**config.mk**
```make
export PLATFORM = sky130hd
export DESIGN_NAME = alu_issue_stage
export DESIGN_NICKNAME = d
export VERILOG_FILES = /design/src/rtl/alu_issue_stage_pkg.sv /design/src/rtl/alu_issue_stage_alu_control.sv /design/src/rtl/alu_issue_stage.sv
export SDC_FILE = /design/constraint.sdc
export NUM_CORES = 1
export LEC_CHECK = 0
export CAP_MARGIN = 10
export CORE_AREA = 8 8 214 216
export DETAILED_ROUTE_END_ITERATION = 10
export DIE_AREA = 0 0 222 224
export PLACE_DENSITY = 0.51
export SYNTH_ARGS = -nofsm -noshare
export SYNTH_HDL_FRONTEND = slang
export SYNTH_HIERARCHICAL = 1
export SYNTH_SLANG_ARGS = --single-unit
```
**constraint.sdc**
```tcl
create_clock -name i_clk -period 3.75 [get_ports i_clk]
set_input_delay 0.75 -clock i_clk [delete_from_list [all_inputs] [get_ports i_clk]]
set_output_delay 0.75 -clock i_clk [all_outputs]
set_load 0.005 [all_outputs]
```
**src/rtl/alu_issue_stage_pkg.sv**
```systemverilog
// Shared encodings for the ALU issue stage: ALUOp codes, instruction classes and funct3 values.
package alu_issue_stage_pkg;

  localparam logic [3:0] ALU_AND = 4'b0000;
  localparam logic [3:0] ALU_OR  = 4'b0001;
  localparam logic [3:0] ALU_ADD = 4'b0010;
  localparam logic [3:0] ALU_SUB = 4'b0110;
  localparam logic [3:0] ALU_NOR = 4'b1100;

  typedef enum logic [1:0] {
    CLS_LDST = 2'b00,
    CLS_BR   = 2'b01,
    CLS_R    = 2'b10,
    CLS_I    = 2'b11
  } alu_class_e;

  localparam logic [2:0] F3_ADD_SUB = 3'b000;
  localparam logic [2:0] F3_OR      = 3'b110;
  localparam logic [2:0] F3_AND     = 3'b111;

endpackage

```
**src/rtl/alu_issue_stage_alu_control.sv**
```systemverilog
// Combinational ALU control: maps instruction class and funct fields to ALUOp plus an illegal flag.
module alu_issue_stage_alu_control
  import alu_issue_stage_pkg::*;
(
  input  logic [1:0] i_alu_class,
  input  logic [2:0] i_funct3,
  input  logic       i_funct7_5,
  output logic [3:0] o_alu_op,
  output logic       o_illegal
);

  always_comb begin
    o_alu_op  = ALU_ADD;
    o_illegal = 1'b0;
    case (i_alu_class)
      CLS_LDST: o_alu_op = ALU_ADD;
      CLS_BR:   o_alu_op = ALU_SUB;
      CLS_R, CLS_I: begin
        case (i_funct3)
          // funct7[5] selects SUB only for register-register ops
          F3_ADD_SUB: o_alu_op = (i_alu_class == CLS_R && i_funct7_5) ? ALU_SUB : ALU_ADD;
          F3_AND:     o_alu_op = ALU_AND;
          F3_OR:      o_alu_op = ALU_OR;
          default: begin
            o_alu_op  = ALU_ADD;
            o_illegal = 1'b1;
          end
        endcase
      end
      default: o_alu_op = ALU_ADD;
    endcase
  end

endmodule

```
**src/rtl/alu_issue_stage.sv**
```systemverilog
// ID/EX issue stage feeding the ALU: operand resolution, ALUOp decode, load-use/backpressure stalls.
// Define ALU_ISSUE_FWD_EN to enable MEM/WB forwarding; otherwise any pending writer stalls decode.
module alu_issue_stage
  import alu_issue_stage_pkg::*;
#(
  parameter int unsigned XLEN   = 64,
  parameter int unsigned REG_AW = 5
) (
  input  logic              i_clk,
  input  logic              i_reset,
  input  logic              i_dec_valid,
  output logic              o_dec_ready,
  input  logic [REG_AW-1:0] i_dec_rs1,
  input  logic [REG_AW-1:0] i_dec_rs2,
  input  logic [REG_AW-1:0] i_dec_rd,
  input  logic [XLEN-1:0]   i_dec_rs1_data,
  input  logic [XLEN-1:0]   i_dec_rs2_data,
  input  logic [XLEN-1:0]   i_dec_imm,
  input  logic              i_dec_alu_src,
  input  logic [1:0]        i_dec_alu_class,
  input  logic [2:0]        i_dec_funct3,
  input  logic              i_dec_funct7_5,
  input  logic              i_dec_is_load,
  input  logic              i_flush,
  input  logic              i_mem_fwd_valid,
  input  logic [REG_AW-1:0] i_mem_fwd_rd,
  input  logic [XLEN-1:0]   i_mem_fwd_data,
  input  logic              i_wb_fwd_valid,
  input  logic [REG_AW-1:0] i_wb_fwd_rd,
  input  logic [XLEN-1:0]   i_wb_fwd_data,
  input  logic              i_ex_ready,
  output logic              o_ex_valid,
  output logic [XLEN-1:0]   o_a,
  output logic [XLEN-1:0]   o_b,
  output logic [3:0]        o_alu_op,
  output logic [XLEN-1:0]   o_ex_store_data,
  output logic [REG_AW-1:0] o_ex_rd,
  output logic              o_ex_is_load,
  output logic              o_ex_illegal
);

  logic              r_ex_valid;
  logic [XLEN-1:0]   r_a;
  logic [XLEN-1:0]   r_b;
  logic [3:0]        r_alu_op;
  logic [XLEN-1:0]   r_store_data;
  logic [REG_AW-1:0] r_ex_rd;
  logic              r_ex_is_load;
  logic              r_ex_illegal;

  logic              w_adv;
  logic              w_hazard;
  logic              w_load_use;
  logic              w_xfer;
  logic [XLEN-1:0]   w_op1;
  logic [XLEN-1:0]   w_op2;
  logic [3:0]        w_alu_op;
  logic              w_illegal;

  assign w_adv      = ~r_ex_valid | i_ex_ready;
  assign w_load_use = r_ex_valid & r_ex_is_load & (r_ex_rd != '0) &
                      ((r_ex_rd == i_dec_rs1) | (r_ex_rd == i_dec_rs2));

`ifdef ALU_ISSUE_FWD_EN
  assign w_hazard = w_load_use;

  // MEM result is younger than WB, so it wins when both target the same register
  always_comb begin
    w_op1 = i_dec_rs1_data;
    if (i_dec_rs1 == '0)                                       w_op1 = '0;
    else if (i_mem_fwd_valid && (i_mem_fwd_rd == i_dec_rs1))   w_op1 = i_mem_fwd_data;
    else if (i_wb_fwd_valid && (i_wb_fwd_rd == i_dec_rs1))     w_op1 = i_wb_fwd_data;
  end

  always_comb begin
    w_op2 = i_dec_rs2_data;
    if (i_dec_rs2 == '0)                                       w_op2 = '0;
    else if (i_mem_fwd_valid && (i_mem_fwd_rd == i_dec_rs2))   w_op2 = i_mem_fwd_data;
    else if (i_wb_fwd_valid && (i_wb_fwd_rd == i_dec_rs2))     w_op2 = i_wb_fwd_data;
  end
`else
  logic w_dep1;
  logic w_dep2;
  logic w_unused_fwd;

  // Without bypass paths, any in-flight writer of a source must retire before issue
  assign w_dep1 = (i_dec_rs1 != '0) &
                  ((i_mem_fwd_valid & (i_mem_fwd_rd == i_dec_rs1)) |
                   (i_wb_fwd_valid & (i_wb_fwd_rd == i_dec_rs1)) |
                   (r_ex_valid & (r_ex_rd == i_dec_rs1)));
  assign w_dep2 = (i_dec_rs2 != '0) &
                  ((i_mem_fwd_valid & (i_mem_fwd_rd == i_dec_rs2)) |
                   (i_wb_fwd_valid & (i_wb_fwd_rd == i_dec_rs2)) |
                   (r_ex_valid & (r_ex_rd == i_dec_rs2)));
  assign w_hazard     = w_load_use | w_dep1 | w_dep2;
  assign w_op1        = (i_dec_rs1 == '0) ? '0 : i_dec_rs1_data;
  assign w_op2        = (i_dec_rs2 == '0) ? '0 : i_dec_rs2_data;
  assign w_unused_fwd = ^{i_mem_fwd_data, i_wb_fwd_data};
`endif

  assign o_dec_ready = i_flush | (w_adv & ~w_hazard);
  assign w_xfer      = i_dec_valid & o_dec_ready & ~i_flush;

  alu_issue_stage_alu_control u_alu_control (
    .i_alu_class (i_dec_alu_class),
    .i_funct3    (i_dec_funct3),
    .i_funct7_5  (i_dec_funct7_5),
    .o_alu_op    (w_alu_op),
    .o_illegal   (w_illegal)
  );

  always_ff @(posedge i_clk) begin
    if (i_reset) begin
      r_ex_valid   <= 1'b0;
      r_a          <= '0;
      r_b          <= '0;
      r_alu_op     <= ALU_AND;
      r_store_data <= '0;
      r_ex_rd      <= '0;
      r_ex_is_load <= 1'b0;
      r_ex_illegal <= 1'b0;
    end else if (i_flush) begin
      r_ex_valid <= 1'b0;
    end else if (w_adv) begin
      r_ex_valid <= w_xfer;
      if (w_xfer) begin
        r_a          <= w_op1;
        r_b          <= i_dec_alu_src ? i_dec_imm : w_op2;
        r_alu_op     <= w_alu_op;
        r_store_data <= w_op2;
        r_ex_rd      <= i_dec_rd;
        r_ex_is_load <= i_dec_is_load;
        r_ex_illegal <= w_illegal;
      end
    end
  end

  assign o_ex_valid      = r_ex_valid;
  assign o_a             = r_a;
  assign o_b             = r_b;
  assign o_alu_op        = r_alu_op;
  assign o_ex_store_data = r_store_data;
  assign o_ex_rd         = r_ex_rd;
  assign o_ex_is_load    = r_ex_is_load;
  assign o_ex_illegal    = r_ex_illegal;

endmodule

```
Yosys cells after proc, flatten, opt, wreduce, memory -nomap -nowiden
Cells that the tools add are included.
{ "totals": {"out_inout_bits": 205, "regBits": 204, "word_cells": 65, "input_bits": 360} }
{ "op_classes": {"eq_ne": 11, "bitwise_logic": 26, "reduce_logical": 12, "mux": 8} }
{ "ops": {"columns": ["op", "count"], "rows": [
  ["$mux W64", 3],
  ["$eq A5 B5 Y1", 6],
  ["$pmux W4 S3", 2],
  ["$reduce_bool A5 Y1", 3],
  ["$and A1 B1 Y1", 14],
  ["$logic_not A5 Y1", 2],
  ["$or A1 B1 Y1", 9],
  ["$eq A3 B3 Y1 const B", 2],
  ["$eq A2 B2 Y1 const B", 2],
  ["$reduce_or A2 Y1", 2],
  ["$logic_not A3 Y1", 1],
  ["$mux W3", 1],
  ["$not A1 Y1", 3],
  ["$reduce_and A3 Y1", 1],
  ["$reduce_or A3 Y1", 1],
  ["$eq A2 B1 Y1 const B", 1],
  ["$logic_not A2 Y1", 1],
  ["$mux W1", 2],
  ["$logic_and A1 B1 Y1", 1]
]} }

Logic depth before layout (Yosys ltp)
Gate-level depths: netlist of run 1.
{ "logic_depth": {"depth_word": 13, "mapped_depth": 9, "ltp_nobuf": 6} }

Modules after synthesis
Netlist of run 1, hierarchy kept.
{ "by_module_without_submodules": {"columns": ["mod", "seq_area_each_um2", "area_each_um2", "instances", "cells_each"], "rows": [
  ["alu_issue_stage", 4083.9, 9034.9, 1, 1080],
  ["alu_issue_stage_alu_control", 0.0, 58.8, 1, 10]
]} }

Worst setup path before layout of run 1
Ideal clock, no wire load.
{ "synth_path": {"path_type": "input port to output port", "startpoint": "input i_dec_rs2[0]", "endpoint": "output o_dec_ready", "required_time_ns": 3.000, "setup_slack_ns": 0.616, "cell_stages": 7, "n_path_buf": 2, "arrival_ns": 2.384, "path_cell_list": "or4_1 -> nor2_2 -> a211oi_1 -> nor3_2 -> buf_2 -> buf_2 -> a21o_1"} }
{ "synth_between": {"elab_chain_len": 9, "elab_cells_between_ends": 17, "classes_between": "eq/ne (3); bitwise (13); reduce/logical (1)"} }
{ "synth_rtl": {"columns": ["element", "line_no", "text"], "rows": [
  ["start: declaration", "alu_issue_stage.sv:14", "input logic [REG_AW-1:0] i_dec_rs2,"],
  ["$eq A5 B5 Y1 (on tied branches)", "alu_issue_stage.sv:92, alu_issue_stage.sv:93", null],
  ["$and A1 B1 Y1 (on tied branches)", "alu_issue_stage.sv:92, alu_issue_stage.sv:93", null],
  ["$or A1 B1 Y1", "alu_issue_stage.sv:92", "((i_mem_fwd_valid & (i_mem_fwd_rd == i_dec_rs2)) |"],
  ["$or A1 B1 Y1", "alu_issue_stage.sv:93", "(i_wb_fwd_valid & (i_wb_fwd_rd == i_dec_rs2)) |"],
  ["$and A1 B1 Y1", "alu_issue_stage.sv:91", "assign w_dep2 = (i_dec_rs2 != '0) &"],
  ["$or A1 B1 Y1 *", "alu_issue_stage.sv:95", "assign w_hazard = w_load_use | w_dep1 | w_dep2;"],
  ["$not A1 Y1 *", "alu_issue_stage.sv:101", "assign o_dec_ready = i_flush | (w_adv & ~w_hazard);"],
  ["$and A1 B1 Y1 *", "alu_issue_stage.sv:101", null],
  ["$or A1 B1 Y1 *", "alu_issue_stage.sv:101", null],
  ["end: declaration", "alu_issue_stage.sv:12", "output logic o_dec_ready,"]
]} }
Every way passes the cells marked *; elsewhere a longest branch is shown, timed or not.

Worst setup path in the final report of run 1
{ "layout_path": {"startpoint": "input i_dec_rs2[3]", "endpoint": "output o_dec_ready"} }
Same word-level chain as after synthesis.

==> results of run 1 <==
[kinds of logic (layout without fill, tap and decap cells)]
kind of cell              after synthesis  in the layout  synth area share [%]
buffers and inverters                 141            507                  6.70
AOI/OAI and AO/OA                     417            417                  26.0
other                                   1              2                0.0412
xor gates and xnor gates               30             30                  2.89
DFF                                   204            204                  44.9
and+or+nand+nor                       297            297                  19.5
[layer usage]
metal / vias to the layer above / wire length [µm] / global-route usage, %
li1: 4802 / - / -
met2: 403 / 18900 / 24.8
met4: 0 / 879 / 4.06
met3: 51 / 4450 / 6.55
met5: - / 0 / 0
met1: 4889 / 18000 / 20.5
[critical path: cells and delay by family]
kind | cells | cell delay, ns
compound gates | 2 | 0.28
buf+inv | 3 | 1.23
simple gates | 2 | 0.69
[worst paths after layout]
kind | from | endpoint | slack, ns
worst max register to register | o_ex_rd[4] | o_a[51] | 0.87
worst max-delay path | i_dec_rs2[3] | o_dec_ready | 0.04
worst min-delay path | o_ex_store_data[49] | o_ex_store_data[49] | 0.47
worst min register to register | o_ex_store_data[49] | o_ex_store_data[49] | 0.47
[cell usage after synthesis (all sizes together) (2+ instances only)]
library cell / instances / area [µm²]
a211oi: 3 / 22.5
clkbuf: 112 / 422
nand3: 12 / 60.1
or4: 2 / 15.0
a21oi: 203 / 1020
nor4: 4 / 25.0
o21ai: 140 / 701
nor2b: 2 / 12.5
nand2: 67 / 251
a311oi: 64 / 561
xor2: 16 / 140
nand3b: 64 / 480
and2: 2 / 12.5
nor3: 4 / 25.0
buf: 28 / 184
dfxtp: 204 / 4080
xnor2: 14 / 123
nor2: 5 / 37.5
nand4: 132 / 826
[cell usage in the layout (no fill, tap or decap), types with 2 or more instances in the layout]
cell type,synthesis,routed
nor4_1,4,4
and2_1,2,2
dfxtp_1,204,204
nand3_1,12,12
a311oi_1,64,64
nor2b_1,2,2
clkbuf_8,0,6
nor3_1,3,3
o21ai_0,138,138
nand4_1,132,132
a211oi_1,3,2
buf_12,0,13
o21ai_1,2,2
clkdlybuf4s50_1,0,434
clkbuf_1,111,9
nand2_1,67,66
nor2_1,3,3
nand3b_1,64,64
or4_1,2,2
xor2_1,16,16
clkbuf_16,0,27
buf_4,2,15
a21oi_1,203,203
xnor2_1,14,14
[metrics by stage]
| stage | area, µm² | TNS (ns) | instances | hold slack [ns] |
|---|---|---|---|---|
| 5_1_grt | 14700 | -0.0106 | 2003 | 0.487 |
| 4_1_cts | 14700 | 0 | 2002 | 0.471 |
| 6_report | 14700 | 0 | 2003 | 0.471 |
| 3_5_place_dp | 13900 | 0 | 1959 | 0.464 |
| 3_3_place_gp | 13900 | 0 | 1959 | 0.456 |
| 2_1_floorplan | 9090 | 0 | 1090 | 0.466 |
[area by class of cell]
cell class                 count  area [µm²]
antenna                        1        2.50
clock buffer                  42         792
clock inverter                 1        7.51
fill                        4422       27800
inverter                       1        3.75
multi-input combinational    745        4440
sequential                   204        4080
tap                          546         683
timing repair buffer         463        4730
[what timing repair did]
action / in CTS / in global routing
buffers inserted: 0 / 0
endpoints found under the setup margin: 0 / 1
gates resized for setup: 0 / 1
[state kept, by name, summed over array words and instances, names as in the netlist]
name,cells
o_a,64
o_b,64
o_ex_store_data,64
o_ex_rd,5
o_alu_op,4
o_ex_illegal,1
o_ex_is_load,1
o_ex_valid,1
[where the power goes]
group	total (mW)	switching [mW]	internal, mW	leakage, nW
clock	2.39	0.966	1.42	0.387
sequential	2.37	0.0691	2.30	1.67
combinational	1.12	0.502	0.621	2.78
total	5.88	1.54	4.35	4.84
==> summary.txt, run 1 <==
Critical Path Slowest Stage Cell: clkdlybuf4s50_1
Startpoint Class: primary input
Syn Inst Count: 1090
Final setup fails: 0
H-tree Lvls: 1
Worst Setup End Kind: primary output
Hold buffer count at CTS: 0
Max FO, Critical Path: 4
Achievable Freq: 270 MHz
EDFF count, synth: 0
Post-DRT Antenna Nets: 0
Number of global-route vias before repair: 10100
Die Y: 224 µm
Post-DP HPWL: 27700 µm
DR iter-0 viols: 728
Post-Syn Area: 0.00909 mm²
Fin crit period: 3.71 ns
CP arrival: 2.96 ns
Ys Warns: 6
CTS max path bufs: 3
Die width: 222 µm
Status: complete, no violations
Starting Density: 21.4%
Dpl ws: 0.0671 ns
Worst Clk Skew: 0.0151 ns
Worst-margin pin slew: 0.931 ns
CTS buffer count: 26
Seq/Total Area, Yosys: 44.9%
Core Util, Final: 34.7%
DR vias: 10100
DRC: 0
Layout cells sized above 1: 4.95%
Hold path depth: 2
CTS tree: built
Core area: 0.0425 mm²
Power Total: 5.88 mW
Top cell by count, worst path: clkdlybuf4s50_1
R2R cell count: 8
Flops & latches, synth: 204
Period utilization: 98.8%
Gpl congestion: 0.801
CTS root buf: clkbuf_16
Die area: 0.0497 mm²
CTS clock-pin slew for the worst setup and hold paths: 0.06 ns
Lkg Pwr: 4.84 nW
Number of vias per cell: 5.06
Worst hold path type: flop to flop
Top_reg_cell synth: dfxtp_1
GRT overflow: 0
Largest net degree at the start of global routing: 134
Pwr dens: 399 mW/mm²
Kind of critical path: primary input to primary output
Pre-Repair DR Iteration Count: 5
Synth cell types: 39
Worst path cell trace: clkdlybuf4s50_1, or4_1, nor2_2, buf_4, o211a_1, a21o_1, clkdlybuf4s50_1
Async set or reset register ratio after synthesis: 0%
GRT Util Overall: 16.0%
Row count: 76
Max rail drop VDD: 0.265 mV
Clock sink count: 204
Initial antenna violation count: 1
Synthesized area per cell: 8.34 µm²
Routed wire per std cell: 21.1 µm
Required @ worst endpoint: 3.00 ns
I/O pin total: 565
Worst-Skew Late Latency: 0.54 ns
Post-route setup slack: 0.0439 ns
Slew headroom: 38.0%
First-pass GRT wire length: 64600 µm
Max_cap viols: 0
Layout area overhead: 62.1%
Fin. Hold Viols: 0
Net count after synthesis: 1450
Drt total wl: 42200 µm
Slew Limit Fails: 0
Layout net count: 1801
I/O Buffers: 436
CP peak stage delay: 0.54 ns
(Power assumes the default switching activity.)
==> run 2: changes to the inputs <==
- CORE_AREA: 8 8 214 216 -> 2 2 221 223
- DIE_AREA: 0 0 222 224 -> 0 0 223 225
- PLACE_DENSITY: 0.51 -> 0.46
==> summary.txt, run 2 (synthesis results as in run 1) <==
Status: complete, no violations
CP Buf/Inv Count: 3
Most frequent cells in the layout: clkdlybuf4s50_1, dfxtp_1, a21oi_1
Post-DRT Antenna Nets: 0
H-tree Lvls: 1
Fin crit period: 3.66 ns
Worst-Skew Late Latency: 0.54 ns
I/O Buffers: 436
Gpl congestion: 0.815
CP arrival: 2.91 ns
Die area: 0.0502 mm²
Fin. Hold Viols: 0
Cts repair resizes: 0
Max_cap viols: 0
# fillers: 5007
First-pass GRT wire length: 61700 µm
Achievable Freq: 273 MHz
Ant. Diodes: 0
Number of global-route vias before repair: 9954
Routed wire per std cell: 19.4 µm
DR iter-0 viols: 575
Setup TNS: 0 ns
DRC: 0
Clock sink count: 204
Number of vias per cell: 4.87
CTS max path bufs: 3
GRT Util Overall: 15.3%
Top cell by count, worst path: clkdlybuf4s50_1
Worst hold path type: flop to flop
Period utilization: 97.6%
Startpoint Class: primary input
CTS clock-pin slew for the worst setup and hold paths: 0.05 ns
Worst path cell trace: clkdlybuf4s50_1, buf_4, xor2_1, nor4_1, a32oi_1, o211a_1, a21o_1, clkdlybuf4s50_1
Worst-margin pin slew: 0.783 ns
Final setup fails: 0
Power Total: 5.91 mW
Grt met3 use: 5.59%
Required @ worst endpoint: 3.00 ns
Slew headroom: 47.8%
Initial antenna violation count: 1
Layout cells sized above 1: 5.66%
RSZ-0062 raised after global routing: false
Worst Clk Skew: 0.0107 ns
Slew Limit Fails: 0
Max FO, Critical Path: 3
Family with the most delay on the worst path: buffers and inverters
Max rail drop VDD: 0.339 mV
Post-Layout Cell Count: 2081
Most common cell after layout, fill and taps aside: clkdlybuf4s50_1
Row count: 80
Die Y: 225 µm
CTS tree: built
Kind of critical path: primary input to primary output
GR peak layer: met2
CP peak stage delay: 0.46 ns
Post-placement cell count: 2036
Die width: 223 µm
Layout area overhead: 63.6%
Lkg Pwr: 4.88 nW
CTS root buf: clkbuf_16
Core area: 0.0475 mm²
Pwr dens: 397 mW/mm²
Worst Setup End Kind: primary output
Met1 GRT Util: 20.3%
Post-CTS Repair Setup Buffers: 0
Hold buffer count at CTS: 0
DR vias: 10100
Met2 usage: 23.6%
Pre-Repair DR Iteration Count: 5
CTS buffer count: 26
Post-DP HPWL: 25900 µm
Drt total wl: 40400 µm
GRT overflow: 0
Largest net degree at the start of global routing: 114
I/O pin total: 565
Layout net count: 1809
Critical Path Slowest Stage Cell: clkdlybuf4s50_1
Starting Density: 19.1%
-- run 2: final cells by class --
type                    count  area (µm²)  share of cell area, %
multi-input cells         745        4440                   29.9
repair buffers            471        4760                   32.0
inverters                   1        3.75                 0.0252
clock buffers              41         788                   5.30
well taps                 615         769                   5.17
flip-flops and latches    204        4080                   27.5
clock inverters             4        26.3                  0.177
-- run 2: worst paths after layout --
| kind | startpoint | to | slack [ns] | cells after the start |
|---|---|---|---|---|
| setup / recovery | i_dec_rs2[0] | o_dec_ready | 0.09 | 8 |
| hold / removal | o_a[46] | o_a[46] | 0.47 | 2 |
| setup reg to reg | o_ex_rd[4] | o_b[52] | 0.93 | 9 |
| hold reg to reg | o_a[46] | o_a[46] | 0.47 | 2 |
-- run 2: through the flow --
| stage | hold slack [ns] | util [%] | area, µm² | setup WS, ns |
|---|---|---|---|---|
| global route | 0.489 | 31.3 | 14900 | 0.00665 |
| global placement | 0.456 | 29.6 | 14100 | 0.0706 |
| floorplan | 0.466 | - | 9090 | 0.616 |
| CTS | 0.473 | 31.3 | 14900 | 0.0659 |
| finish | 0.471 | 31.3 | 14900 | 0.0897 |
| detailed placement | 0.466 | 29.6 | 14100 | 0.0709 |
-- run 2: worst register-to-register path, stage by stage (launching register included) --
cell and delay [ns]:
dfxtp_1 0.37, or4_1 0.53, o21ai_1 0.20, a211oi_1 0.10, buf_4 0.15, nor3_4 0.21
buf_4 0.17, buf_12 0.34, a21oi_1 0.37, a311oi_1 0.29
-- run 2: metal layers --
| layer | wire length, µm | part of all wire (%) |
|---|---|---|
| met5 | 12 | 0.030 |
| met4 | 951 | 2.4 |
| met3 | 3840 | 9.5 |
| met2 | 17600 | 44 |
| met1 | 17900 | 44 |
-- run 2: where the power goes --
group / switching, mW / internal [mW] / total, mW
Combinational: 0.499 / 0.624 / 1.12
Clock: 0.988 / 1.43 / 2.42
Sequential: 0.0691 / 2.30 / 2.37
